<file path="src/rtl/alu_int_seq.sv">
// Sequential integer vector ALU: consumes N streamed signed elements per command and
// returns one reduction result (ADD, MUL, ARGMAX, or AVG via a restoring divider).
module alu_int_seq #(
    parameter int DATA_WIDTH = 32,
    parameter int LEN_WIDTH  = 8
) (
    input  logic                  clk,
    input  logic                  reset,
    input  logic                  cmd_valid,
    output logic                  cmd_ready,
    input  logic [3:0]            cmd_op,
    input  logic [LEN_WIDTH-1:0]  cmd_len,
    input  logic                  in_valid,
    output logic                  in_ready,
    input  logic [DATA_WIDTH-1:0] in_data,
    output logic                  out_valid,
    input  logic                  out_ready,
    output logic [DATA_WIDTH-1:0] out_result,
    output logic                  out_error
);
    localparam int AW = DATA_WIDTH + LEN_WIDTH;
    localparam int CW = $clog2(AW + 1);

    localparam logic [3:0] OP_ADD    = 4'b0000;
    localparam logic [3:0] OP_MUL    = 4'b0001;
    localparam logic [3:0] OP_ARGMAX = 4'b0100;
    localparam logic [3:0] OP_AVG    = 4'b1000;

    typedef enum logic [1:0] {S_IDLE, S_ACC, S_DIV, S_OUT} state_t;

    state_t                 state_reg;
    logic [3:0]             op_reg;
    logic [LEN_WIDTH-1:0]   len_reg;
    logic [LEN_WIDTH-1:0]   cnt_reg;
    logic [LEN_WIDTH-1:0]   idx_reg;
    logic [DATA_WIDTH-1:0]  max_reg;
    logic [AW-1:0]          acc_reg;
    logic [AW-1:0]          quo_reg;
    logic [LEN_WIDTH-1:0]   rem_reg;
    logic                   neg_reg;
    logic [CW-1:0]          step_reg;

    logic [AW-1:0]          ext_data;
    logic [AW-1:0]          sum_next;
    logic [AW-1:0]          sum_mag;
    logic [DATA_WIDTH-1:0]  prod_next;
    logic                   take_max;
    logic                   last_elem;
    logic                   valid_op;
    logic [LEN_WIDTH:0]     shifted;
    logic [LEN_WIDTH:0]     diff;
    logic                   fits;
    logic [LEN_WIDTH-1:0]   rem_step;
    logic [AW-1:0]          quo_step;
    logic [AW-1:0]          quo_signed;
    logic [DATA_WIDTH-1:0]  acc_result;

    assign cmd_ready = (state_reg == S_IDLE);
    assign in_ready  = (state_reg == S_ACC);
    assign out_valid = (state_reg == S_OUT);

    // AVG sums in AW bits so the full N-element sum never overflows.
    assign ext_data  = {{LEN_WIDTH{in_data[DATA_WIDTH-1]}}, in_data};
    assign sum_next  = acc_reg + ext_data;
    assign sum_mag   = sum_next[AW-1] ? (~sum_next + AW'(1)) : sum_next;
    assign prod_next = acc_reg[DATA_WIDTH-1:0] * in_data;
    assign take_max  = (cnt_reg == '0) || ($signed(in_data) > $signed(max_reg));
    assign last_elem = (cnt_reg == len_reg - LEN_WIDTH'(1));
    assign valid_op  = (cmd_op == OP_ADD) || (cmd_op == OP_MUL) ||
                       (cmd_op == OP_ARGMAX) || (cmd_op == OP_AVG);

    // One restoring-division step: partial remainder stays below N, so LEN_WIDTH bits suffice.
    assign shifted    = {rem_reg, quo_reg[AW-1]};
    assign fits       = (shifted >= {1'b0, len_reg});
    assign diff       = shifted - {1'b0, len_reg};
    assign rem_step   = fits ? diff[LEN_WIDTH-1:0] : shifted[LEN_WIDTH-1:0];
    assign quo_step   = {quo_reg[AW-2:0], fits};
    assign quo_signed = neg_reg ? (~quo_step + AW'(1)) : quo_step;

    always_comb begin
        acc_result = '0;
        case (op_reg)
            OP_ADD:    acc_result = sum_next[DATA_WIDTH-1:0];
            OP_MUL:    acc_result = prod_next;
            OP_ARGMAX: acc_result = take_max ? DATA_WIDTH'(cnt_reg) : DATA_WIDTH'(idx_reg);
            default:   acc_result = '0;
        endcase
    end

    always_ff @(posedge clk or posedge reset) begin
        if (reset) begin
            state_reg  <= S_IDLE;
            op_reg     <= '0;
            len_reg    <= '0;
            cnt_reg    <= '0;
            idx_reg    <= '0;
            max_reg    <= '0;
            acc_reg    <= '0;
            quo_reg    <= '0;
            rem_reg    <= '0;
            neg_reg    <= 1'b0;
            step_reg   <= '0;
            out_result <= '0;
            out_error  <= 1'b0;
        end else begin
            case (state_reg)
                S_IDLE: begin
                    if (cmd_valid) begin
                        op_reg  <= cmd_op;
                        len_reg <= cmd_len;
                        cnt_reg <= '0;
                        idx_reg <= '0;
                        max_reg <= '0;
                        acc_reg <= (cmd_op == OP_MUL) ? AW'(1) : '0;
                        if (valid_op && cmd_len != '0) begin
                            out_error <= 1'b0;
                            state_reg <= S_ACC;
                        end else begin
                            out_result <= '0;
                            out_error  <= 1'b1;
                            state_reg  <= S_OUT;
                        end
                    end
                end
                S_ACC: begin
                    if (in_valid) begin
                        cnt_reg <= cnt_reg + LEN_WIDTH'(1);
                        if (op_reg == OP_MUL)
                            acc_reg <= {{LEN_WIDTH{1'b0}}, prod_next};
                        else
                            acc_reg <= sum_next;
                        if (take_max) begin
                            max_reg <= in_data;
                            idx_reg <= cnt_reg;
                        end
                        if (last_elem) begin
                            if (op_reg == OP_AVG) begin
                                quo_reg   <= sum_mag;
                                rem_reg   <= '0;
                                neg_reg   <= sum_next[AW-1];
                                step_reg  <= '0;
                                state_reg <= S_DIV;
                            end else begin
                                out_result <= acc_result;
                                state_reg  <= S_OUT;
                            end
                        end
                    end
                end
                S_DIV: begin
                    quo_reg  <= quo_step;
                    rem_reg  <= rem_step;
                    step_reg <= step_reg + CW'(1);
                    if (step_reg == CW'(AW - 1)) begin
                        out_result <= quo_signed[DATA_WIDTH-1:0];
                        state_reg  <= S_OUT;
                    end
                end
                S_OUT: begin
                    if (out_ready)
                        state_reg <= S_IDLE;
                end
                default: state_reg <= S_IDLE;
            endcase
        end
    end
endmodule

</file>
<file path="config.mk">
export PLATFORM = sky130hd
export DESIGN_NAME = alu_int_seq
export DESIGN_NICKNAME = d
export VERILOG_FILES = /design/src/rtl/alu_int_seq.sv
export SDC_FILE = /design/constraint.sdc
export NUM_CORES = 2
export LEC_CHECK = 0
export BUFFER_PORTS_ARGS = -buffer_cell sky130_fd_sc_hd__buf_2
export CAP_MARGIN = 10
export CORE_MARGIN = 2
export CORE_UTILIZATION = 60
export CTS_BUF_LIST = sky130_fd_sc_hd__clkbuf_4
export CTS_CLUSTER_DIAMETER = 80
export DETAILED_ROUTE_END_ITERATION = 8
export GPL_TIMING_DRIVEN = 0
export PLACE_DENSITY = 0.88
export SYNTH_ARGS = -nofsm -noshare
export SYNTH_HDL_FRONTEND = slang
export SYNTH_SLANG_ARGS = --single-unit
</file>
<file path="constraint.sdc">
create_clock -name clk -period 19 [get_ports clk]
set_input_delay 3.8 -clock clk [delete_from_list [all_inputs] [get_ports clk]]
set_output_delay 3.8 -clock clk [all_outputs]
set_load 0.05 [all_outputs]
</file>
==> flow_summary.yaml <==
floorplanning:
  pin_count: 85
  die_w_microns: 226
  initial_core_util_pct: 60.6
  rows: 81
  die_height_microns: 226
  die-area_sq_um: 51000
  core_region_area_sq_um: 48700
grt:
  antenna_found_initial: 7
  grt_usage_pct: 40.9
  grt.overflow.total: 0
  grt_pass1_wl_microns: 155000
  grt_pass1_vias: 26600
  grt_start_max_net_pins: 126
clock_tree:
  cts_tree: "done"
  cts_buffer_depth: 2
  clk_latency_ns: 0.72
  clock_sinks: 190
  post_cts_resized: 0
  postCtsSetupRepairBufs: 0
  cts_root_buf: "clkbuf_4"
  htree_levels: 4
  hold_buffers: 0
  clk_pin_slew_ns: 0.17
  numCtsBuffers: 17
worst_setup_path:
  cp_max_fo: 10
  crit_path_start: "in_data[12]"
  crit_path_end_kind: "flip-flop"
  r2r_setup_slack_ns: 9.30
  ff2ff_path_depth: 26
  worstPathArrival_ns: 12.57
  worstReg2RegEnd: "out_result[31]"
  reg2reg_from: "acc_reg[2]"
  required_ns: 19.57
  path_class: "input port to flip-flop"
  startpoint_type: "input port"
sta:
  fin_tns_setup_ns: 0
  worst_pin_slew_ns: 1.25
  worst_slack_ns: 7.01
  layout_min_cycle_time_ns: 11.99
  fmax_mhz: 83.4
  finalMaxSlewViolations: 0
  setup_violations: 0
  relSlewSlack_pct: 16.2
  clock_skew_ns: 0.0554
  rsz0062_at_grt: "no"
  hold_viol_final: 0
  period_share_pct: 63.1
synthesis:
  synth_seq_cells: 190
  syn_inst: 3373
  synth_async_sr_flop_share_pct: 100
  syn_area_per_cell_sq_um: 8.76
  synth_edf_count: 0
  synth_area_sq_um: 29500
  synth_nets: 4044
  synth_ff_type: "dfrtp_1"
  ys_types: 85
  synth.yosys.warnings: 0
  ys_seq_area_share_pct: 16.1
drt:
  postRouteAntennaNets: 0
  drc: 0
  finalWirelength_microns: 101000
  routedWlPerCell_microns: 24.3
  vias: 26200
  avgViaCountPerCell: 6.30
  drtIter0Drc: 2768
  firstDrtPassIters: 9
hold_path:
  hold_start: "out_result[17]"
  min_path_type: "flip-flop to flip-flop"
  holdPathStages: 2
  hold_path_end: "out_result[17]"
outcome:
  status: "finished clean"
finish:
  layout_common_cells: "451 x inv_1, 410 x nand2_1, 410 x fa_1"
  fillerInstances: 4034
  area_growth_pct: 5.43
  final_common_cell: "inv_1"
  drive_gt1_share_pct: 5.24
  nets: 4149
  post-route-util_pct: 63.9
placed_design:
  port_buffers: 84
  dp_hpwl_microns: 79800
  gp_congestion: 1.03
  dpl_worst_slack_ns: 6.69
job:
  drv_cap: 0
## per-stage QoR
stage	cells	hold slack, ns	cell area (sq um)
after global routing	4158	0.528	31100
final	4162	0.509	31200
after global placement	4121	0.458	30800
after CTS	4154	0.508	31100
after floorplan	3373	0.440	29500
after detailed placement	4123	0.469	30800
## synth_stat cells, types with 7 or more instances
library cell | n | area share, %
o21ai_0 | 196 | 3.3
nor2b_1 | 12 | 0.25
fa_1 | 410 | 28
a22o_1 | 32 | 0.95
nand4_1 | 23 | 0.49
or4_1 | 8 | 0.20
ha_1 | 212 | 9.0
nor2_1 | 105 | 1.3
buf_2 | 13 | 0.22
o31ai_1 | 22 | 0.56
xnor2_1 | 138 | 4.1
nor3_1 | 36 | 0.61
nand3_1 | 69 | 1.2
nand3b_1 | 7 | 0.18
o221ai_1 | 31 | 0.92
a211oi_1 | 19 | 0.48
buf_1 | 11 | 0.14
o22ai_1 | 8 | 0.17
a22oi_1 | 16 | 0.41
o21a_1 | 17 | 0.43
o211ai_1 | 8 | 0.20
mux2_2 | 20 | 0.76
o21ai_1 | 8 | 0.14
a21oi_1 | 127 | 2.2
o41ai_1 | 11 | 0.33
o21bai_1 | 7 | 0.18
dfrtp_1 | 190 | 16
clkbuf_1 | 161 | 2.0
a21o_1 | 40 | 1.0
inv_1 | 452 | 5.7
and3_1 | 13 | 0.28
xor2_1 | 66 | 2.0
a31oi_1 | 19 | 0.40
nor4_1 | 9 | 0.19
mux2i_1 | 9 | 0.30
or3_1 | 13 | 0.28
nand2_1 | 410 | 5.2
nand2b_1 | 21 | 0.44
and2_1 | 308 | 6.5
## worst max-delay path, cell delays in order
cell and delay (ns):
buf_2 0.17, clkbuf_1 0.56, clkbuf_1 0.73, nand2_1 0.17
fa_1 0.58, inv_1 0.06, fa_1 0.41, fa_1 0.50
inv_1 0.05, fa_1 0.49, inv_1 0.05, ha_1 0.27
ha_1 0.29, fa_1 0.51, fa_1 0.45, ha_1 0.36
and4_1 0.24, nand2b_1 0.07, a21oi_1 0.18, o21ai_0 0.22
o21ai_0 0.52, a211oi_1 0.21, o31ai_1 0.63, nor2_1 0.14
mux2_2 0.30, a221oi_1 0.50, a21oi_1 0.08
## layout make-up
type | count | area, sq um | area share (%)
Multi-Input combinational cell | 2543 | 22400 | 71.8
Sequential cell | 190 | 4750 | 15.3
Inverter | 453 | 1710 | 5.48
Tap cell | 664 | 831 | 2.67
Buffer | 187 | 729 | 2.34
Timing Repair Buffer | 86 | 455 | 1.46
Clock inverter | 14 | 156 | 0.502
Clock buffer | 17 | 128 | 0.410
Antenna cell | 8 | 20.0 | 0.0643
## routing by layer
| layer | track usage, % | vias to the layer above | part of all wire, % |
|---|---|---|---|
| met5 | 0 | - | 0.0099 |
| met4 | 32.4 | 2 | 9.3 |
| met3 | 9.47 | 477 | 11 |
| met2 | 62.0 | 1733 | 43 |
| met1 | 50.4 | 12800 | 36 |
| li1 | - | 11200 | - |
## cell families after synthesis
group / share of synthesized area [%]
simple gates: 18.0
buf+inv: 8.22
compound gates: 13.8
fa+ha+maj: 36.8
xor+xnor: 6.05
flops: 16.1
mux: 1.07
## worst max-delay path by stage
stage | to | slack, ns
4_1_cts | out_result[31] | 7.39
3_5_place_dp | out_result[31] | 6.69
6_report | out_result[31] | 7.01
5_1_grt | out_result[31] | 6.93
3_3_place_gp | out_result[31] | 6.69
2_1_floorplan | out_result[31] | 8.56
Power is not shown: default switching activity piles up to over one toggle a cycle in this logic, so the estimate is an artifact.
